<file path="config.mk">
export PLATFORM = sky130hd
export DESIGN_NAME = grant_demux
export DESIGN_NICKNAME = d
export VERILOG_FILES = /design/src/rtl/grant_demux.sv
export SDC_FILE = /design/constraint.sdc
export NUM_CORES = 1
export LEC_CHECK = 0
export ABC_CLOCK_PERIOD_IN_PS = 10500
export BUFFER_PORTS_ARGS = -buffer_cell sky130_fd_sc_hd__clkbuf_2
export CORE_UTILIZATION = 50
export CTS_CLUSTER_SIZE = 25
export DETAILED_ROUTE_END_ITERATION = 12
export HOLD_SLACK_MARGIN = 0.05
export PLACE_DENSITY_LB_ADDON = 0.2
export SLEW_MARGIN = 10
export SYNTH_ARGS = -nofsm -noshare
export SYNTH_HDL_FRONTEND = slang
export SYNTH_SLANG_ARGS = --single-unit
</file>
<file path="constraint.sdc">
create_clock -name clk -period 10.5 [get_ports clk]
set_input_delay 1.05 -clock clk [delete_from_list [all_inputs] [get_ports clk]]
set_output_delay 1.05 -clock clk [all_outputs]
set_load 0.1 [all_outputs]
</file>
<file path="src/rtl/grant_demux.sv">
// Receive-side demultiplexer for the arbitrated stream: routes each granted word
// into one of five per-channel FIFOs and flags lossy cases with sticky errors.
module grant_demux #(
  parameter int unsigned WIDTH = 16,
  parameter int unsigned DEPTH = 4,
  parameter int unsigned AW    = 2
) (
  input  logic             clk,
  input  logic             reset,
  input  logic             in_valid,
  input  logic [4:0]       grant,
  input  logic [WIDTH-1:0] data_in,
  output logic [4:0]       out_valid,
  input  logic [4:0]       out_ready,
  output logic [WIDTH-1:0] out_data_0,
  output logic [WIDTH-1:0] out_data_1,
  output logic [WIDTH-1:0] out_data_2,
  output logic [WIDTH-1:0] out_data_3,
  output logic [WIDTH-1:0] out_data_4,
  output logic [4:0]       overflow,
  output logic             grant_err
);

  localparam int unsigned NCH = 5;

  logic             onehot;
  logic [NCH-1:0]   push;
  logic [NCH-1:0]   pop;
  logic [WIDTH-1:0] head [NCH];

  assign onehot = (grant != 5'd0) && ((grant & (grant - 5'd1)) == 5'd0);
  assign push   = (in_valid && onehot) ? grant : 5'd0;
  assign pop    = out_ready & out_valid;

  // Malformed grant while a word is presented: word is dropped, flag sticks.
  always_ff @(posedge clk or posedge reset) begin
    if (reset) begin
      grant_err <= 1'b0;
    end else if (in_valid && !onehot) begin
      grant_err <= 1'b1;
    end
  end

  for (genvar ch = 0; ch < NCH; ch++) begin : g_ch
    logic [WIDTH-1:0] mem [DEPTH];
    logic [AW-1:0]    wr_ptr;
    logic [AW-1:0]    rd_ptr;
    logic [AW:0]      count;
    logic [AW:0]      count_nxt;
    logic             accept;
    logic             valid_q;
    logic             ovf_q;

    // A pop in the same cycle frees a slot, so a full FIFO still accepts.
    assign accept = push[ch] && ((count != (AW+1)'(DEPTH)) || pop[ch]);

    always_comb begin
      count_nxt = count;
      case ({accept, pop[ch]})
        2'b10:   count_nxt = count + (AW+1)'(1);
        2'b01:   count_nxt = count - (AW+1)'(1);
        default: count_nxt = count;
      endcase
    end

    always_ff @(posedge clk or posedge reset) begin
      if (reset) begin
        wr_ptr  <= '0;
        rd_ptr  <= '0;
        count   <= '0;
        valid_q <= 1'b0;
        ovf_q   <= 1'b0;
        for (int k = 0; k < DEPTH; k++) begin
          mem[k] <= '0;
        end
      end else begin
        if (accept) begin
          mem[wr_ptr] <= data_in;
          wr_ptr      <= wr_ptr + AW'(1);
        end
        if (pop[ch]) begin
          rd_ptr <= rd_ptr + AW'(1);
        end
        if (push[ch] && !accept) begin
          ovf_q <= 1'b1;
        end
        count   <= count_nxt;
        valid_q <= (count_nxt != '0);
      end
    end

    assign out_valid[ch] = valid_q;
    assign overflow[ch]  = ovf_q;
    assign head[ch]      = mem[rd_ptr];
  end

  assign out_data_0 = head[0];
  assign out_data_1 = head[1];
  assign out_data_2 = head[2];
  assign out_data_3 = head[3];
  assign out_data_4 = head[4];

endmodule

</file>
* Yosys cells after proc, flatten, opt, wreduce, memory -nomap -nowiden
Index checks and enable logic that the tools add are counted.
** Storage, ports and cells
- Register bits after elaboration :: 366
- Word-level logic and storage cells :: 181
- Input bits :: 29
** Operators by class
- Add/subtract/negate cells :: 21
- Muxes and demuxes :: 36
- Magnitude comparators :: 15
- Equality and inequality tests :: 15
- Reduce and logical (&&, ||, !) cells :: 36
- Bitwise operators :: 12
** Operators with widths (number)
- 64-bit bitwise mux :: 5
- 16-bit 2-to-1 mux :: 15
- 16-bit binary-select mux with 2-bit select :: 5
- 16-bit demux with 2-bit select :: 5
- 3-bit >= comparator (second input constant) :: 10
- 2-bit inverter with 3-bit output :: 10
- 3-bit case mux with 2 select lines :: 5
- 2-bit by 1-bit adder with 2-bit output (second input constant) :: 10
- 1-bit logical AND :: 18
- 3-bit by 1-bit adder with 3-bit output (second input constant) :: 5
- 3-bit by 1-bit < comparator with 1-bit output (second input constant) :: 5
- 3-bit != test (second input constant) :: 5
- 3-bit nonzero test :: 5
- 3-bit by 1-bit subtractor with 3-bit output (second input constant) :: 5
- 5-bit bitwise AND :: 2
- 2-bit by 1-bit == test with 1-bit output (second input constant) :: 5
- 2-bit == test (second input constant) :: 5
- 1-bit zero test :: 6
- 5-bit zero test :: 1
- 1-bit logical OR :: 5
- 5-bit 2-to-1 mux :: 1
- 5-bit nonzero test :: 1
- 5-bit by 1-bit subtractor with 5-bit output (second input constant) :: 1

* Depth between registers and ports, before layout
Gate-level depths: netlist of run 1.
- Depth in word-level cells :: 10
- Gate-level depth with buffers :: 11

* Worst setup path after synthesis of run 1
OpenSTA, ideal clock, no wires.
- Kind :: input -> register
- From :: input port grant[2]
- To :: register g_ch[0].valid_q
- Stages :: 8
- Slack :: 6927 ps
- Arrival :: 3442 ps
- Setup time :: 131 ps
- Cell sequence :: buf_6 -> or4b_4 -> a211oi_4 -> inv_1 -> ha_1 -> fa_1 -> mux2_2 -> or3_1
** On the way
- Longest elaborated chain between the ends :: 10
- Elaborated cells on any way between the ends :: 12
- Those cells by class :: add/sub (1); eq/ne (2); mux (2); bitwise (1); reduce/logical (6)
** RTL lines
- start, declared :: line 11 : input logic [4:0] grant,
- 5-bit by 1-bit subtractor with 5-bit output :: line 31 : assign onehot = (grant != 5'd0) && ((grant & (grant - 5'd1)) == 5'd0);
- 5-bit bitwise AND :: line 31
- 5-bit zero test :: line 31
- 1-bit logical AND * :: line 31
- 1-bit logical AND * :: line 32 : assign push = (in_valid && onehot) ? grant : 5'd0;
- 5-bit 2-to-1 mux * :: line 32
- 1-bit logical AND * :: line 55 : assign accept = push[ch] && ((count != (AW+1)'(DEPTH)) || pop[ch]);
- 2-bit by 1-bit == test with 1-bit output or 2-bit == test (tied branches) :: line 59 : case ({accept, pop[ch]})
- 3-bit case mux with 2 select lines * :: line 59
- named net g_ch[0].count_nxt[1] :: line 49 : logic [AW:0] count_nxt;
- 3-bit nonzero test * :: line 88 : valid_q <= (count_nxt != '0);
- end signal, assigned :: line 88
- end, declared :: line 51 : logic valid_q;
Mark *: on every way through the listed nets, which the timed path passes. The rest lies on a longest branch.
A chain may end at the register's enable or synchronous reset.

* Final worst setup path of run 1
- From :: register g_ch[3].rd_ptr[0]
- To :: output port out_data_3[8]
** On the way
- Longest elaborated chain between the ends :: 4
** RTL lines
- start, declared :: line 47 : logic [AW-1:0] rd_ptr;
- start signal, assigned :: line 82 : rd_ptr <= rd_ptr + AW'(1);
- 2-bit inverter with 3-bit output (not written as such) :: line 94 : assign head[ch] = mem[rd_ptr];
- 16-bit binary-select mux with 2-bit select :: line 94
- 16-bit 2-to-1 mux (not written as such) (2 in a row) :: line 94
- end, declared :: line 18 : output logic [WIDTH-1:0] out_data_3,
No other way between the ends. The select of a mux whose other input is x is not followed.

==> results of run 1 <==
-- cell families (layout without fill, tap and decap cells) --
family | after synthesis | count (layout) | share of synthesized area [%]
AND/OR/NAND/NOR | 67 | 67 | 2.21
flip-flops | 366 | 366 | 55.8
buffers and inverters | 108 | 219 | 3.23
AO/OA/AOI/OAI | 21 | 21 | 1.22
multiplexers | 405 | 405 | 33.4
other | 0 | 1 | 0
XOR/XNOR | 31 | 31 | 1.65
adder cells (fa/ha/maj) | 30 | 30 | 2.51
-- stage by stage --
step / hold slack [ns] / utilization (%)
after floorplan: 0.437 / -
after global placement: 0.452 / 53.0
after detailed placement: 0.463 / 53.0
after CTS: 0.477 / 57.0
after global routing: 0.500 / 57.0
final: 0.469 / 57.0
-- sequential cells by signal (all words and copies together), names as in the netlist --
| register | count |
|---|---|
| g_ch.count | 15 |
| g_ch.mem | 320 |
| g_ch.rd_ptr | 10 |
| grant_err | 1 |
| g_ch.wr_ptr | 10 |
| g_ch.valid_q | 5 |
| g_ch.ovf_q | 5 |
-- report_power, final --
group / switching, uW / leakage, uW / internal (uW) / total, uW
clock network: 543 / 0.000635 / 821 / 1360
registers: 231 / 0.00489 / 1670 / 1900
logic: 1180 / 0.00357 / 553 / 1730
-- cells in the mapped netlist, drive strengths merged --
| library cell | instances |
|---|---|
| or2b | 1 |
| xor2 | 9 |
| nor4b | 1 |
| nor3 | 3 |
| a211oi | 8 |
| nand3 | 5 |
| clkbuf | 48 |
| and4 | 1 |
| nor2 | 10 |
| xnor2 | 22 |
| mux2 | 325 |
| or4b | 2 |
| inv | 23 |
| dfrtp | 366 |
| o31ai | 1 |
| o21ai | 7 |
| nor3b | 1 |
| ha | 25 |
| mux4 | 80 |
| buf | 37 |
| nor2b | 2 |
| and2 | 3 |
| or3 | 5 |
| fa | 5 |
| a31o | 2 |
| nand2 | 30 |
| nand2b | 3 |
| a41o | 3 |
-- cells in the final DEF, fill, tap and decap left out, drive strengths merged, types with 2 or more instances in the layout --
cell type / instances
dfrtp: 366
mux2: 325
clkbuf: 178
mux4: 80
nand2: 30
ha: 25
inv: 23
xnor2: 22
nor2: 10
xor2: 9
buf: 8
a211oi: 8
o21ai: 7
clkinv: 7
nand3: 5
or3: 5
fa: 5
nand2b: 3
and2: 3
nor3: 3
a41o: 3
a31o: 2
nor2b: 2
bufinv: 2
or4b: 2
-- layer usage --
metal | share of wire (%) | vias up
met2 | 48 | 131
li1 | - | 3880
met3 | 4.3 | 49
met5 | 0 | -
met4 | 2.3 | 0
met1 | 45 | 4617
-- path summary, 6_finish.rpt --
| check | cells past startpoint | slack [ns] | endpoint |
|---|---|---|---|
| worst max-delay path | 3 | 7.04 | out_data_3[8] |
| worst min-delay path | 1 | 0.47 | g_ch[2].ovf_q |
| worst max register to register | 7 | 7.87 | g_ch[2].valid_q |
| worst min register to register | 1 | 0.47 | g_ch[2].ovf_q |
| max in group asynchronous | 4 | 7.50 | g_ch[1].mem[8] |
| min in group asynchronous | 2 | 0.67 | g_ch[4].count[1] |
-- area by class of cell --
cell class                      instances  area (sq um)
Antenna cell                            1          2.50
Clock buffer                           59          1170
Clock inverter                         10           104
Fill cell                            2617         14000
Inverter                               23          90.1
Multi-Input combinational cell        554          6740
Sequential cell                       366          9160
Tap cell                              442           553
Timing Repair Buffer                  127           668
==> results.cfg, run 1 <==
[synthesis]
ys_ff_latch = 366
syn_nets = 1087
ys_types = 35
post_synth_inst_count = 1028
ys_top_cells_by_area = dfrtp_1 (56%), mux2_2 (22%), mux4_2 (11%)
seq_area_frac_synth_pct = 55.8
synth_top_cell_area_share_pct = 55.8
synth_area_sq_um = 16400
avgSynthCellArea_sq_um = 16.0
yosys_warnings = 0
yosys.area.top_type = dfrtp_1

[floorplan]
dieWidth_um = 183
start_util_pct = 50.6
die-area_sq_um = 33600
ios = 120
chipHeight_um = 183
core_area_sq_um = 32500
rows = 66

[critical_path]
slowest_stage = mux4_2
worstPathRequired_ns = 9.45
r2r_start = g_ch[2].count[0]
crit_fanout = 12
worstSetupEndpointType = primary output
worstSetupPathType = flip-flop to primary output
path_buf_inv = 2
crit_chain = buf_4, mux4_2, clkbuf_2
cp.arrival_ns = 2.41
critPathLaunch = g_ch[3].rd_ptr[0]
cp_top_family = buffers and inverters
slowest_delay_ns = 0.59
critPathLaunchType = flip-flop

[routing]
drt-initial-drc-count = 379
wl_per_cell_um = 20.0
ant_nets = 0
vias = 8677
wl_mm = 31.7
via_per_inst = 5.48
first_pass_iters = 4
route.detailed.drc = 0

[min_path]
hold_class = flip-flop to flip-flop
hp-start = g_ch[2].ovf_q

[clocking]
cts_post_setup_buffers_inserted = 0
cts_tree = yes
clock_sinks = 366
cts_buffers = 40
cts_resized = 0
cts-root-buf = clkbuf_16
h-tree-depth = 2
hold_buffers = 0
clk_pin_slew_worst_paths_ns = 0.06
clkLatencyLatePin_ns = 0.51
cts.path.max_buffers = 3

[global_routing]
met1_usage_pct = 26.6
grt_pass1_vias = 9254
busiest_layer = met2
grt_max_degree = 180
grt_pass1_wl_mm = 51.8
use_met2_pct = 33.1
overflow = 0
grtUsageTotal_pct = 19.9
grt_use_met3_pct = 4.01
antenna_found_initial = 1

[place]
hpwl_mm = 20.6
place_inst = 1512
port-buffer-count = 119
place_ws_ns = 6.63
dpl_cell_area_sq_um = 17200
gp_congestion = 0.830

[timing]
fin_crit_sh_pct = 32.9
fin_ws_ns = 7.04
hold_violations = 0
relSlewSlack_pct = 34.2
setup_viol = 0
skew_ns = 0.0103
setup_tns_ns = 0
drv_slew = 0
fin_crit_ns = 3.46
rsz0062_at_grt = false
tightest_slew_ns = 0.987
max_freq_ghz = 0.289

[final_layout]
layout.nets = 1171
syn_to_final_growth_pct = 12.5
fin_area_sq_um = 18500
final_cells = 1582
drive_gt1_share_pct = 53.8

[run_status]
status = finished, final reports clean

[pwr]
finalPower_uw = 5000
p_per_area_nw_per_um2 = 270
power_leakage_uw = 0.00909
ir_drop_mv = 0.161

[job]
max-cap-violations = 0
Power figures use the tool's default switching activity.
==> run 2, diff against run 1 <==
ABC_CLOCK_PERIOD_IN_PS = 2800   (was 10500)
clock period = 2.8 ns   (was 10.5 ns; I/O delays follow)
==> results.cfg, run 2 (synthesis gave the netlist of run 1 again) <==
[routing]
highest_layer = met4
drt-initial-drc-count = 307
route.detailed.drc = 1
wl_mm = 32.0
via_per_inst = 5.44
route.met3.wl_mm = 1.19
vias = 8812
first_pass_iters = 8
met1_length_mm = 14.3
wl_per_cell_um = 19.7
routed-wl-met2_mm = 16.0
ant_nets = 0

[pwr]
p_int_uw = 11800
finalPower_uw = 19100
p_sw_uw = 7350
switching_share_pct = 38.4
ir_drop_mv = 0.571
power_leakage_uw = 0.00933
p_per_area_nw_per_um2 = 1010
sequentialPowerShare_pct = 36.2
p_comb_share_pct = 35.6
power.share.clock_pct = 28.2

[critical_path]
r2r-end = g_ch[1].valid_q
slowest_delay_ns = 0.53
cp.arrival_ns = 3.08
crit_end = g_ch[3].valid_q
worstPathRequired_ns = 3.20
rrSetupSlack_ns = 0.29
worstSetupPathType = input port to flip-flop
worstSetupEndpointType = flip-flop
slowest_stage = dlygate4sd3_1
reg2regPathDepth = 10
crit_fanout = 5
critPathLaunchType = input port
crit_chain = dlygate4sd3_1, clkbuf_2, or4b_4, a211oi_4, inv_1, ha_1, fa_1, xnor2_1, nor2_1, xor2_1, or3_1
critPathLaunch = in_valid
r2r_start = g_ch[1].count[1]

[timing]
setup_tns_ns = 0
relSlewSlack_pct = 59.3
hold_violations = 0
fin_crit_ns = 2.68
rsz0062_at_grt = false
tightest_slew_ns = 0.606
max_freq_ghz = 0.373
fin_crit_sh_pct = 95.6
hold_slack_ns = 0.0872
skew_ns = 0.0153
setup_viol = 0
drv_slew = 0

[job]
max-cap-violations = 0

[clocking]
clock_sinks = 366
cts-root-buf = clkbuf_16
cts_tree = yes
clkLatencyLatePin_ns = 0.53
h-tree-depth = 2
clk_pin_slew_worst_paths_ns = 0.06
cts.path.max_buffers = 3
cts_post_setup_buffers_inserted = 0
cts_buffers = 40

[final_layout]
largest_register = g_ch.mem
syn_to_final_growth_pct = 15.3
fin_area_sq_um = 18900
mostFrequentLayoutCell = dfrtp_1
final_core_util_pct = 58.3
drive_gt1_share_pct = 55.3
largestRegisters = g_ch.mem (320), g_ch.count (15)
fill_cells = 2586
diodes = 0
layout.nets = 1208
final_cell_mix = dfrtp_1 (366), mux2_2 (318), clkbuf_2 (119), mux4_2 (80), clkbuf_16 (41)
largest_reg_flops = 320

[run_status]
status = finished, violations left
violations = design-rule violations

[floorplan]
dieWidth_um = 183
ios = 120
rows = 66
die-area_sq_um = 33600
chipHeight_um = 183
core_area_sq_um = 32500
start_util_pct = 50.6

[place]
port-buffer-count = 119
dpl_cell_area_sq_um = 17500
gp_congestion = 0.773
hpwl_mm = 21.5

[global_routing]
grtUsageTotal_pct = 20.1
overflow = 0
grt_max_degree = 83
grt_pass1_vias = 9392
grt_pass1_wl_mm = 52.3
antenna_found_initial = 0

[min_path]
hold_class = input port to flip-flop
[run 2: final cells by class]
class	instances	area, sq um	share of cell area (%)
clock buffer	61	1210	6.40
clock inverter	11	163	0.859
inverter	23	90.1	0.476
multi-input combinational	554	6740	35.6
sequential	366	9160	48.4
tap	442	553	2.92
timing repair buffer	164	1020	5.37
[run 2: what timing repair did]
action | in CTS | in global routing
setup endpoints to repair | 0 | 2
hold buffers | 3 | 0
hold endpoints to repair | 18 | 0
resized for setup | 0 | 1
[run 2: worst max-delay path: cells and delay by family]
family	cells	cell delay (ns)
AO/OA/AOI/OAI	1	0.24
adder cells (fa/ha/maj)	2	0.61
XOR/XNOR	2	0.31
buffers and inverters	3	0.74
AND/OR/NAND/NOR	3	0.90
[run 2: worst min-delay path by stage]
stage                            start           endpoint  slack, ns  cells past startpoint
final                     out_ready[4]  g_ch[4].rd_ptr[0]       0.09                      3
after global routing      out_ready[4]  g_ch[4].rd_ptr[0]       0.10                      3
after CTS                 out_ready[4]  g_ch[4].rd_ptr[0]       0.07                      3
after detailed placement         reset   g_ch[4].count[1]       0.33                      2
after global placement           reset   g_ch[4].count[1]       0.33                      2
after floorplan               in_valid          grant_err       0.43                      1
[run 2: routing by layer]
layer,vias up,track usage [%]
li1,3957,-
met1,4707,26.9
met2,109,34.1
met3,39,3.71
met4,0,4.77
met5,-,0
[run 2: per-stage QoR]
stage                     worst slack (ns)  std cells
after detailed placement           -0.0398       1546
final                                0.122       1621
after CTS                           0.0298       1621
after floorplan                      -2.39       1028
after global routing               0.00794       1621
after global placement              0.0294       1546
[run 2: power groups by stage]
| stage | Clock [uW] | Sequential [uW] | Combinational (uW) |
|---|---|---|---|
| after floorplan | 0 | 6760 | 5950 |
| after global placement | 0 | 6980 | 6820 |
| after detailed placement | 0 | 7030 | 6910 |
| after CTS | 5550 | 6940 | 6930 |
| after global routing | 5760 | 7080 | 7240 |
| final | 5390 | 6930 | 6820 |
